`config.mk`:
```
export PLATFORM = sky130hd
export DESIGN_NAME = pc_sequencer_flat
export DESIGN_NICKNAME = d
export VERILOG_FILES = /design/src/rtl/pc_seq_pkg.sv /design/src/rtl/pc_sequencer_if.sv /design/src/rtl/pc_next_sel.sv /design/src/rtl/pc_sequencer.sv /design/src/flat_wrapper.sv
export SDC_FILE = /design/constraint.sdc
export NUM_CORES = 1
export LEC_CHECK = 0
export ABC_CLOCK_PERIOD_IN_PS = 12900
export CORE_MARGIN = 2
export CORE_UTILIZATION = 33
export DETAILED_ROUTE_END_ITERATION = 8
export PLACE_DENSITY = 0.75
export SYNTH_ARGS = -nofsm -noshare
export SYNTH_HDL_FRONTEND = slang
export SYNTH_SLANG_ARGS = --single-unit
```
`constraint.sdc`:
```
create_clock -name clk -period 12.9 [get_ports clk]
set_input_delay 3.225 -clock clk [delete_from_list [all_inputs] [get_ports clk]]
set_output_delay 3.225 -clock clk [all_outputs]
set_load 0.05 [all_outputs]
```
`src/rtl/pc_seq_pkg.sv`:
```
// pc_seq_pkg: shared types and constants for the program-counter sequencer.
//   state_t    - sequencer FSM states
//   npc_src_t  - which source produced the next-PC candidate
//   XLEN, INSTR_BYTES, ALIGN_BITS - address width and instruction granule
//   align_down - clears the sub-instruction address bits
package pc_seq_pkg;

    localparam int XLEN        = 64;
    localparam int INSTR_BYTES = 4;
    localparam int ALIGN_BITS  = $clog2(INSTR_BYTES);

    typedef enum logic [1:0] {
        S_RESET,
        S_FETCH,
        S_EXEC
    } state_t;

    typedef enum logic [1:0] {
        NPC_SEQ,
        NPC_BRANCH,
        NPC_JUMP,
        NPC_TRAP
    } npc_src_t;

    function automatic logic [XLEN-1:0] align_down(input logic [XLEN-1:0] addr);
        return {addr[XLEN-1:ALIGN_BITS], {ALIGN_BITS{1'b0}}};
    endfunction

endpackage

```
`src/rtl/pc_sequencer_if.sv`:
```
// pc_sequencer_if: bundles the PC register port, the instruction-memory fetch
// handshake, the core execute handshake and the redirect/trap inputs.
//   master - the sequencer side (drives pc_out/pc_we/imem_*/instr_valid/...)
//   slave  - the environment side (PC register, imem, core, trap source)
//
// Handshake semantics: imem_req acts as a valid and imem_ready as its ready.
// Once imem_req rises, imem_req and imem_addr stay stable until the cycle in
// which imem_ready is high; that cycle completes the transfer. Only reset may
// withdraw a pending request. instr_valid is a single-cycle hand-off to the
// core, and exec_done (with the redirect inputs) is accepted only while the
// sequencer is executing.
interface pc_sequencer_if;
    import pc_seq_pkg::*;

    logic [XLEN-1:0] pc_in;
    logic [XLEN-1:0] pc_out;
    logic            pc_we;
    logic            imem_req;
    logic [XLEN-1:0] imem_addr;
    logic            imem_ready;
    logic            instr_valid;
    logic            exec_done;
    logic            branch_taken;
    logic [XLEN-1:0] branch_target;
    logic            jump;
    logic [XLEN-1:0] jump_target;
    logic            trap;
    logic [XLEN-1:0] trap_vector;
    logic            misalign;
    logic [63:0]     instret;

    modport master (
        input  pc_in, imem_ready, exec_done, branch_taken, branch_target,
               jump, jump_target, trap, trap_vector,
        output pc_out, pc_we, imem_req, imem_addr, instr_valid, misalign,
               instret
    );

    modport slave (
        output pc_in, imem_ready, exec_done, branch_taken, branch_target,
               jump, jump_target, trap, trap_vector,
        input  pc_out, pc_we, imem_req, imem_addr, instr_valid, misalign,
               instret
    );

endinterface

```
`src/rtl/pc_next_sel.sv`:
```
// pc_next_sel: combinational next-PC priority mux with alignment check.
//   Priority: trap > jump > branch > sequential (pc_in + INSTR_BYTES).
//   target   - selected next PC (trap vector already aligned down)
//   src      - which source won
//   misalign - selected jump/branch target has nonzero low bits
module pc_next_sel
    import pc_seq_pkg::*;
(
    input  logic [XLEN-1:0] pc_in,
    input  logic            branch_taken,
    input  logic [XLEN-1:0] branch_target,
    input  logic            jump,
    input  logic [XLEN-1:0] jump_target,
    input  logic            trap,
    input  logic [XLEN-1:0] trap_vector,
    output logic [XLEN-1:0] target,
    output npc_src_t        src,
    output logic            misalign
);

    always_comb begin
        // Sequential add wraps naturally modulo 2^XLEN.
        target   = pc_in + XLEN'(INSTR_BYTES);
        src      = NPC_SEQ;
        misalign = 1'b0;
        if (trap) begin
            target = align_down(trap_vector);
            src    = NPC_TRAP;
        end else if (jump) begin
            target   = jump_target;
            src      = NPC_JUMP;
            misalign = |jump_target[ALIGN_BITS-1:0];
        end else if (branch_taken) begin
            target   = branch_target;
            src      = NPC_BRANCH;
            misalign = |branch_target[ALIGN_BITS-1:0];
        end
    end

endmodule

```
`src/rtl/pc_sequencer.sv`:
```
// pc_sequencer: fetch/advance controller for the 64-bit program counter.
//   clk, reset  - clock; synchronous active-high reset
//   bus         - pc_sequencer_if.master (PC register port, imem handshake,
//                 core handshake, redirects, misalign flag, instret)
//   dbg_state   - current FSM state
//   dbg_npc_src - source chosen by the next-PC mux this cycle
module pc_sequencer
    import pc_seq_pkg::*;
(
    input  logic                  clk,
    input  logic                  reset,
    pc_sequencer_if.master        bus,
    output state_t                dbg_state,
    output npc_src_t              dbg_npc_src
);

    state_t          state, state_next;
    logic            trap_pend;
    logic [XLEN-1:0] trap_vec_q;
    logic [63:0]     instret_q;

    logic [XLEN-1:0] sel_target;
    logic            sel_misalign;
    logic [XLEN-1:0] trap_target;

    logic            pc_we_c, imem_req_c, instr_valid_c, misalign_c;
    logic [XLEN-1:0] pc_out_c, imem_addr_c;
    logic            pend_set, pend_clr, retire;

    assign trap_target = align_down(bus.trap_vector);

    pc_next_sel u_next_sel (
        .pc_in         (bus.pc_in),
        .branch_taken  (bus.branch_taken),
        .branch_target (bus.branch_target),
        .jump          (bus.jump),
        .jump_target   (bus.jump_target),
        .trap          (bus.trap),
        .trap_vector   (bus.trap_vector),
        .target        (sel_target),
        .src           (dbg_npc_src),
        .misalign      (sel_misalign)
    );

    always_ff @(posedge clk) begin
        if (reset) begin
            state      <= S_RESET;
            trap_pend  <= 1'b0;
            trap_vec_q <= '0;
            instret_q  <= '0;
        end else begin
            state <= state_next;
            if (pend_clr) begin
                trap_pend <= 1'b0;
            end else if (pend_set) begin
                trap_pend  <= 1'b1;
                trap_vec_q <= trap_target;
            end
            if (retire) begin
                instret_q <= instret_q + 64'd1;
            end
        end
    end

    always_comb begin
        state_next    = state;
        pc_we_c       = 1'b0;
        pc_out_c      = '0;
        imem_req_c    = 1'b0;
        imem_addr_c   = '0;
        instr_valid_c = 1'b0;
        misalign_c    = 1'b0;
        pend_set      = 1'b0;
        pend_clr      = 1'b0;
        retire        = 1'b0;

        case (state)
            S_RESET: begin
                state_next = S_FETCH;
            end
            S_FETCH: begin
                imem_req_c  = 1'b1;
                imem_addr_c = bus.pc_in;
                if (bus.imem_ready) begin
                    if (trap_pend || bus.trap) begin
                        // Fetch completes but the instruction is dropped;
                        // a trap arriving on the ready cycle is the newest.
                        pc_we_c  = 1'b1;
                        pc_out_c = bus.trap ? trap_target : trap_vec_q;
                        pend_clr = 1'b1;
                    end else begin
                        instr_valid_c = 1'b1;
                        state_next    = S_EXEC;
                    end
                end else if (bus.trap) begin
                    pend_set = 1'b1;
                end
            end
            S_EXEC: begin
                if (bus.trap) begin
                    pc_we_c    = 1'b1;
                    pc_out_c   = trap_target;
                    state_next = S_FETCH;
                end else if (bus.exec_done) begin
                    pc_we_c    = 1'b1;
                    state_next = S_FETCH;
                    if (sel_misalign) begin
                        misalign_c = 1'b1;
                        pc_out_c   = trap_target;
                    end else begin
                        pc_out_c = sel_target;
                        retire   = 1'b1;
                    end
                end
            end
            default: begin
                state_next = S_RESET;
            end
        endcase

        // Reset forces every externally visible strobe and value to zero
        // in the same cycle, abandoning any outstanding fetch.
        if (reset) begin
            state_next    = S_RESET;
            pc_we_c       = 1'b0;
            pc_out_c      = '0;
            imem_req_c    = 1'b0;
            imem_addr_c   = '0;
            instr_valid_c = 1'b0;
            misalign_c    = 1'b0;
            pend_set      = 1'b0;
            pend_clr      = 1'b0;
            retire        = 1'b0;
        end
    end

    assign bus.pc_we       = pc_we_c;
    assign bus.pc_out      = pc_out_c;
    assign bus.imem_req    = imem_req_c;
    assign bus.imem_addr   = imem_addr_c;
    assign bus.instr_valid = instr_valid_c;
    assign bus.misalign    = misalign_c;
    assign bus.instret     = reset ? 64'd0 : instret_q;
    assign dbg_state       = state;

endmodule

```
`src/flat_wrapper.sv`:
```
// flat-port wrapper written by rule: the top's interface ports become plain ports
module pc_sequencer_flat import pc_seq_pkg::*;
  (clk, reset, dbg_state, dbg_npc_src, bus_pc_in, bus_imem_ready, bus_exec_done, bus_branch_taken, bus_branch_target, bus_jump, bus_jump_target, bus_trap, bus_trap_vector, bus_pc_out, bus_pc_we, bus_imem_req, bus_imem_addr, bus_instr_valid, bus_misalign, bus_instret);
  pc_sequencer_if bus_i ();
  input  logic clk;
  input  logic reset;
  output state_t dbg_state;
  output npc_src_t dbg_npc_src;
  input wire logic [$bits(bus_i.pc_in)-1:0] bus_pc_in;
  input wire logic [$bits(bus_i.imem_ready)-1:0] bus_imem_ready;
  input wire logic [$bits(bus_i.exec_done)-1:0] bus_exec_done;
  input wire logic [$bits(bus_i.branch_taken)-1:0] bus_branch_taken;
  input wire logic [$bits(bus_i.branch_target)-1:0] bus_branch_target;
  input wire logic [$bits(bus_i.jump)-1:0] bus_jump;
  input wire logic [$bits(bus_i.jump_target)-1:0] bus_jump_target;
  input wire logic [$bits(bus_i.trap)-1:0] bus_trap;
  input wire logic [$bits(bus_i.trap_vector)-1:0] bus_trap_vector;
  output wire logic [$bits(bus_i.pc_out)-1:0] bus_pc_out;
  output wire logic [$bits(bus_i.pc_we)-1:0] bus_pc_we;
  output wire logic [$bits(bus_i.imem_req)-1:0] bus_imem_req;
  output wire logic [$bits(bus_i.imem_addr)-1:0] bus_imem_addr;
  output wire logic [$bits(bus_i.instr_valid)-1:0] bus_instr_valid;
  output wire logic [$bits(bus_i.misalign)-1:0] bus_misalign;
  output wire logic [$bits(bus_i.instret)-1:0] bus_instret;
  assign bus_i.pc_in = bus_pc_in;
  assign bus_i.imem_ready = bus_imem_ready;
  assign bus_i.exec_done = bus_exec_done;
  assign bus_i.branch_taken = bus_branch_taken;
  assign bus_i.branch_target = bus_branch_target;
  assign bus_i.jump = bus_jump;
  assign bus_i.jump_target = bus_jump_target;
  assign bus_i.trap = bus_trap;
  assign bus_i.trap_vector = bus_trap_vector;
  assign bus_pc_out = bus_i.pc_out;
  assign bus_pc_we = bus_i.pc_we;
  assign bus_imem_req = bus_i.imem_req;
  assign bus_imem_addr = bus_i.imem_addr;
  assign bus_instr_valid = bus_i.instr_valid;
  assign bus_misalign = bus_i.misalign;
  assign bus_instret = bus_i.instret;
  pc_sequencer u_core (.clk(clk), .reset(reset), .bus(bus_i), .dbg_state(dbg_state), .dbg_npc_src(dbg_npc_src));
endmodule
```
Yosys cells after proc, flatten, opt, wreduce, memory -nomap -nowiden
Cells that the tools add are included.
{ "word_totals": {"ff_bits": 129, "input_bits": 263, "out_inout_bits": 200, "wordCells": 71} }
{ "classes": {"add_sub_neg": 2, "n_eq_ne": 5, "mux": 52, "n_bitwise": 1, "n_reduce_logical": 7} }
{ "op_table": {"columns": ["op", "count"], "rows": [
  ["$mux W64", 12],
  ["$pmux W64 S2", 1],
  ["$add A64 B1 Y64 const B", 1],
  ["$add A64 B3 Y64 const B", 1],
  ["$mux W1", 31],
  ["$mux W2", 6],
  ["$pmux W2 S3", 1],
  ["$reduce_or A2 Y1", 3],
  ["$ne A2 B2 Y1 const B", 2],
  ["$ne A3 B3 Y1 const B", 1],
  ["$reduce_and A3 Y1", 1],
  ["$eq A2 B1 Y1 const B", 1],
  ["$eq A2 B2 Y1 const B", 1],
  ["$logic_not A2 Y1", 1],
  ["$pmux W1 S2", 1],
  ["$reduce_and A2 Y1", 1],
  ["$logic_or A1 B1 Y1", 1],
  ["$not A1 Y1", 1]
]} }

Depth between registers and ports, before layout
{ "logic_depth": {"depth_word": 9, "depth_mapped": 9, "mapped_depth_nobuf": 8} }

Hierarchy
Synthesis repeated with hierarchy kept, for this count alone.
{ "unflattened": {"cells_unflattened": 1606, "area_unflattened_um2": 11358.4} }
{ "by_module_without_submodules": {"columns": ["module", "instances", "cells_per_inst", "area_per_inst_um2", "seq_area_each_um2"], "rows": [
  ["pc_sequencer", 1, 1030, 7877.6, 2582.5],
  ["pc_next_sel", 1, 576, 3480.8, 0.0]
]} }

Worst setup path before layout
Ideal clock, no wire load.
{ "synth_path": {"path_type": "input to output", "startpoint": "input port bus_pc_in[23]", "endpoint": "output port bus_pc_out[53]", "arrival_time_ps": 6426, "required_ps": 9675, "setup_slack_ps": 3249, "cell_stages": 9, "n_path_buf": 3, "path_cell_list": "nand4_1 or4_1 buf_2 or4_4 buf_6 clkbuf_1 nor4_1 o21ai_1 a311oi_1"} }
{ "synth_between": {"elab_chain_len": 8} }
{ "synth_rtl": {"columns": ["item", "line", "text"], "rows": [
  ["start, declared", "flat_wrapper.sv:9", "input wire logic [$bits(bus_i.pc_in)-1:0] bus_pc_in;"],
  ["$add A64 B3 Y64", "pc_next_sel.sv:23", "target = pc_in + XLEN'(INSTR_BYTES);"],
  ["$mux W64", "pc_next_sel.sv:33", "end else if (branch_taken) begin"],
  ["$mux W64", "pc_next_sel.sv:29", "end else if (jump) begin"],
  ["$mux W64", "pc_sequencer.sv:107", "if (sel_misalign) begin"],
  ["$mux W64", "pc_sequencer.sv:104", "end else if (bus.exec_done) begin"],
  ["$mux W64", "pc_sequencer.sv:100", "if (bus.trap) begin"],
  ["$pmux W64 S2", "pc_sequencer.sv:77", "case (state)"],
  ["$mux W64", "pc_sequencer.sv:123", "if (reset) begin"],
  ["end, declared", "flat_wrapper.sv:18", "output wire logic [$bits(bus_i.pc_out)-1:0] bus_pc_out;"]
]} }
No other way between the ends.

Worst setup path after layout
{ "layout_path": {"startpoint": "input port bus_pc_in[12]", "endpoint": "output port bus_pc_out[60]"} }
The elaborated chain is that of the path after synthesis.

==> flow_metrics.env <==
export IMPL_p_leak_nw=5.16
export IMPL_finalSetupViolations=0
export IMPL_fmax_ghz=0.0884
export IMPL_syn_nets=1728
export IMPL_outcome="completed"
export IMPL_hold_buffers=0
export IMPL_place_inst=2231
export IMPL_htree_num_levels=4
export IMPL_maxCapViolCount=0
export IMPL_clk_path_buf_depth=2
export IMPL_fin_setup_tns_ns=0
export IMPL_cp_required_ns=9.68
export IMPL_num_fill_cells=2930
export IMPL_seq_power_share_pct=32.4
export IMPL_die_height_um=179
export IMPL_finalPower_mw=1.26
export IMPL_ys_seq_area_share_pct=25.5
export IMPL_layout_common_cells="clkdlybuf4s50_1, nand2_1, nor2_1, dfxtp_1, a21oi_1"
export IMPL_gp_congestion=0.959
export IMPL_slowest_stage="nand4_1"
export IMPL_path_delay_family="simple AND/OR/NAND/NOR gates"
export IMPL_insertion_delay_ns=0.43
export IMPL_dieArea_um2=32200
export IMPL_worstPathArrival_ns=8.09
export IMPL_final_cells=2291
export IMPL_synth_top_family_by_area="simple AND/OR/NAND/NOR gates"
export IMPL_cts_tree="built"
export IMPL_start_util_pct=33.3
export IMPL_core_um2=30400
export IMPL_hpwlAfterDp_mm=42.0
export IMPL_period_share_pct=87.7
export IMPL_cts_repair_resized=0
export IMPL_cp_buffers_inverters=2
export IMPL_slew_headroom_pct=21.0
export IMPL_hold_violations=0
export IMPL_numCtsBuffers=17
export IMPL_cts_root_buffer="clkbuf_16"
export IMPL_synth_mux_area_share_pct=3.20
export IMPL_power_density_nw_per_um2=80.0
export IMPL_overflow=0
export IMPL_grt_pass1_vias=11800
export IMPL_drive_above_1_share_pct=4.39
export IMPL_io_pin_count=463
export IMPL_synth_compound_area_share_pct=22.8
export IMPL_syn_avg_cell_area_um2=6.95
export IMPL_final_common_cell="clkdlybuf4s50_1"
export IMPL_grt_max_degree=77
export IMPL_tightest_slew_ns=1.17
export IMPL_first_pass_iters=6
export IMPL_post_cts_setup_buffers=0
export IMPL_grt_usage_pct=32.4
export IMPL_grt_pass1_wl_mm=76.9
export IMPL_rsz0062_at_grt="no"
export IMPL_vias=13300
export IMPL_ir_worst_vdd_v=0.0000931
export IMPL_yosys_cell_types_count=58
export IMPL_combPwrFrac_pct=26.4
export IMPL_antenna_found_initial=28
export IMPL_port_buffers=460
export IMPL_synthAdderAreaFrac_pct=0.617
export IMPL_synth_edf_count=0
export IMPL_synthArstFlopShare_pct=0
export IMPL_initialDrtViolationCount=1497
export IMPL_wl_per_cell_um=24.0
export IMPL_synth_simple_area_share_pct=35.8
export IMPL_synthCells=1460
export IMPL_skew_ns=0.0104
export IMPL_endpoint_kind="output pin"
export IMPL_power_switching_uw=387
export IMPL_min_path_type="reg -> reg"
export IMPL_p_int_uw=871
export IMPL_nNetsFinal=2122
export IMPL_max_stage_delay_ns=0.92
export IMPL_worstSetupStartpointType="primary input"
export IMPL_yosys_warnings=0
export IMPL_antenna_left=0
export IMPL_synth_xor_area_share_pct=7.43
export IMPL_crit_type="in -> out"
export IMPL_avgViaCountPerCell=5.81
export IMPL_finalMaxSlewViolations=0
export IMPL_rows=64
export IMPL_critPathMaxFanout=17
export IMPL_path_cells="clkdlybuf4s50_1, nand4_1, nor4_1, nand4_1, or4_1, a31o_2, a21oi_1, clkdlybuf4s50_1"
export IMPL_clkPwrFrac_pct=41.2
export IMPL_syn2layout_area_growth_pct=55.1
export IMPL_drt_wl_total_mm=55.0
export IMPL_synth_seq_cells=129
export IMPL_drc_errors=0
export IMPL_path_clk_slew_ns=0.06
export IMPL_synth_ff_type="dfxtp_1"
export IMPL_cts_sinks=129
export IMPL_swShare_pct=30.8
export IMPL_chipWidth_um=179
export IMPL_period_minus_slack_ns=11.31
export IMPL_netlist_area_um2=10100
==> cells in the mapped netlist, types with 4 or more instances <==
cell type | count | share of area (%)
or4_1 | 9 | 0.67
o211ai_1 | 6 | 0.44
o22ai_1 | 17 | 1.0
and2_1 | 74 | 4.6
nor4_1 | 30 | 1.9
xor2_1 | 39 | 3.4
nor3_1 | 39 | 1.9
o221ai_1 | 19 | 1.6
clkbuf_1 | 93 | 3.4
a21oi_1 | 125 | 6.2
nand3_1 | 49 | 2.4
nor3b_1 | 4 | 0.30
buf_1 | 13 | 0.48
ha_1 | 5 | 0.62
inv_1 | 18 | 0.67
a31o_2 | 7 | 0.60
nand2_1 | 215 | 8.0
xnor2_1 | 47 | 4.1
a22oi_1 | 38 | 2.8
nor2_1 | 130 | 4.8
or2_2 | 4 | 0.25
and3_1 | 20 | 1.2
a211oi_1 | 9 | 0.67
nand4_1 | 47 | 2.9
or3_1 | 15 | 0.93
a221oi_1 | 8 | 0.69
and4_1 | 15 | 1.3
a221o_1 | 11 | 1.1
a22o_1 | 6 | 0.52
nor2b_1 | 63 | 3.9
o31ai_1 | 11 | 0.81
dfxtp_1 | 129 | 25
nand2b_1 | 4 | 0.25
a31oi_1 | 5 | 0.31
o21a_1 | 9 | 0.67
mux2i_1 | 29 | 2.9
o21ai_0 | 59 | 2.9
==> kinds of logic after synthesis <==
| family | count (synthesis) |
|---|---|
| DFF | 129 |
| AOI/OAI and AO/OA | 357 |
| muxes | 32 |
| xor gates and xnor gates | 86 |
| and+or+nand+nor | 724 |
| buffers and inverters | 127 |
| adders and majority gates | 5 |
==> power groups by stage <==
stage	combinational [mW]	clock, mW	sequential [mW]
after floorplan	0.152	0	0.417
after global placement	0.324	0	0.415
after detailed placement	0.325	0	0.416
after CTS	0.326	0.524	0.407
after global routing	0.347	0.544	0.407
final	0.332	0.519	0.407
==> metal layers <==
metal	global-route usage (%)	vias to the layer above	wire length, µm
li1	-	6078	-
met5	0	-	60
met4	20.6	10	3050
met3	8.57	144	5460
met1	39.9	6273	21500
met2	49.9	797	25000
==> final timing paths <==
check,cells past startpoint,startpoint,to,slack (ns)
setup reg to reg,7,u_core.dbg_state[1],u_core.trap_vec_q[32],9.29
hold / removal,2,u_core.trap_vec_q[15],u_core.trap_vec_q[15],0.46
setup / recovery,8,bus_pc_in[12],bus_pc_out[60],1.59
hold reg to reg,2,u_core.trap_vec_q[15],u_core.trap_vec_q[15],0.46
==> flip-flops by register name, indices dropped and copies added (netlist names) <==
name,flops
u_core.instret_q,64
u_core.trap_vec_q,62
u_core.dbg_state,2
u_core.trap_pend,1
==> area by class of cell <==
class	count	area (µm²)	area share (%)
Clock buffer	19	443	2.82
Sequential cell	129	2580	16.4
Inverter	19	71.3	0.453
Timing Repair Buffer	483	4770	30.3
Multi-Input combinational cell	1204	7110	45.2
Clock inverter	13	185	1.18
Antenna cell	28	70.1	0.445
Tap cell	396	495	3.15
==> stage by stage <==
| stage | hold WS [ns] | worst slack, ns | utilization [%] | instance area, µm² |
|---|---|---|---|---|
| 6_report | 0.456 | 1.59 | 51.7 | 15700 |
| 5_1_grt | 0.463 | 1.37 | 51.7 | 15700 |
| 4_1_cts | 0.451 | 1.68 | 51.5 | 15700 |
| 3_5_place_dp | 0.443 | 1.69 | 49.4 | 15000 |
| 3_3_place_gp | 0.438 | 1.72 | 49.4 | 15000 |
| 2_1_floorplan | 0.432 | 3.25 | - | 10100 |
==> worst min-delay path, stage by stage, from the launching register on <==
cell and delay (ns):
dfxtp_1 0.31, nand2_1 0.05, a21oi_1 0.05
(Power assumes the default switching activity.)
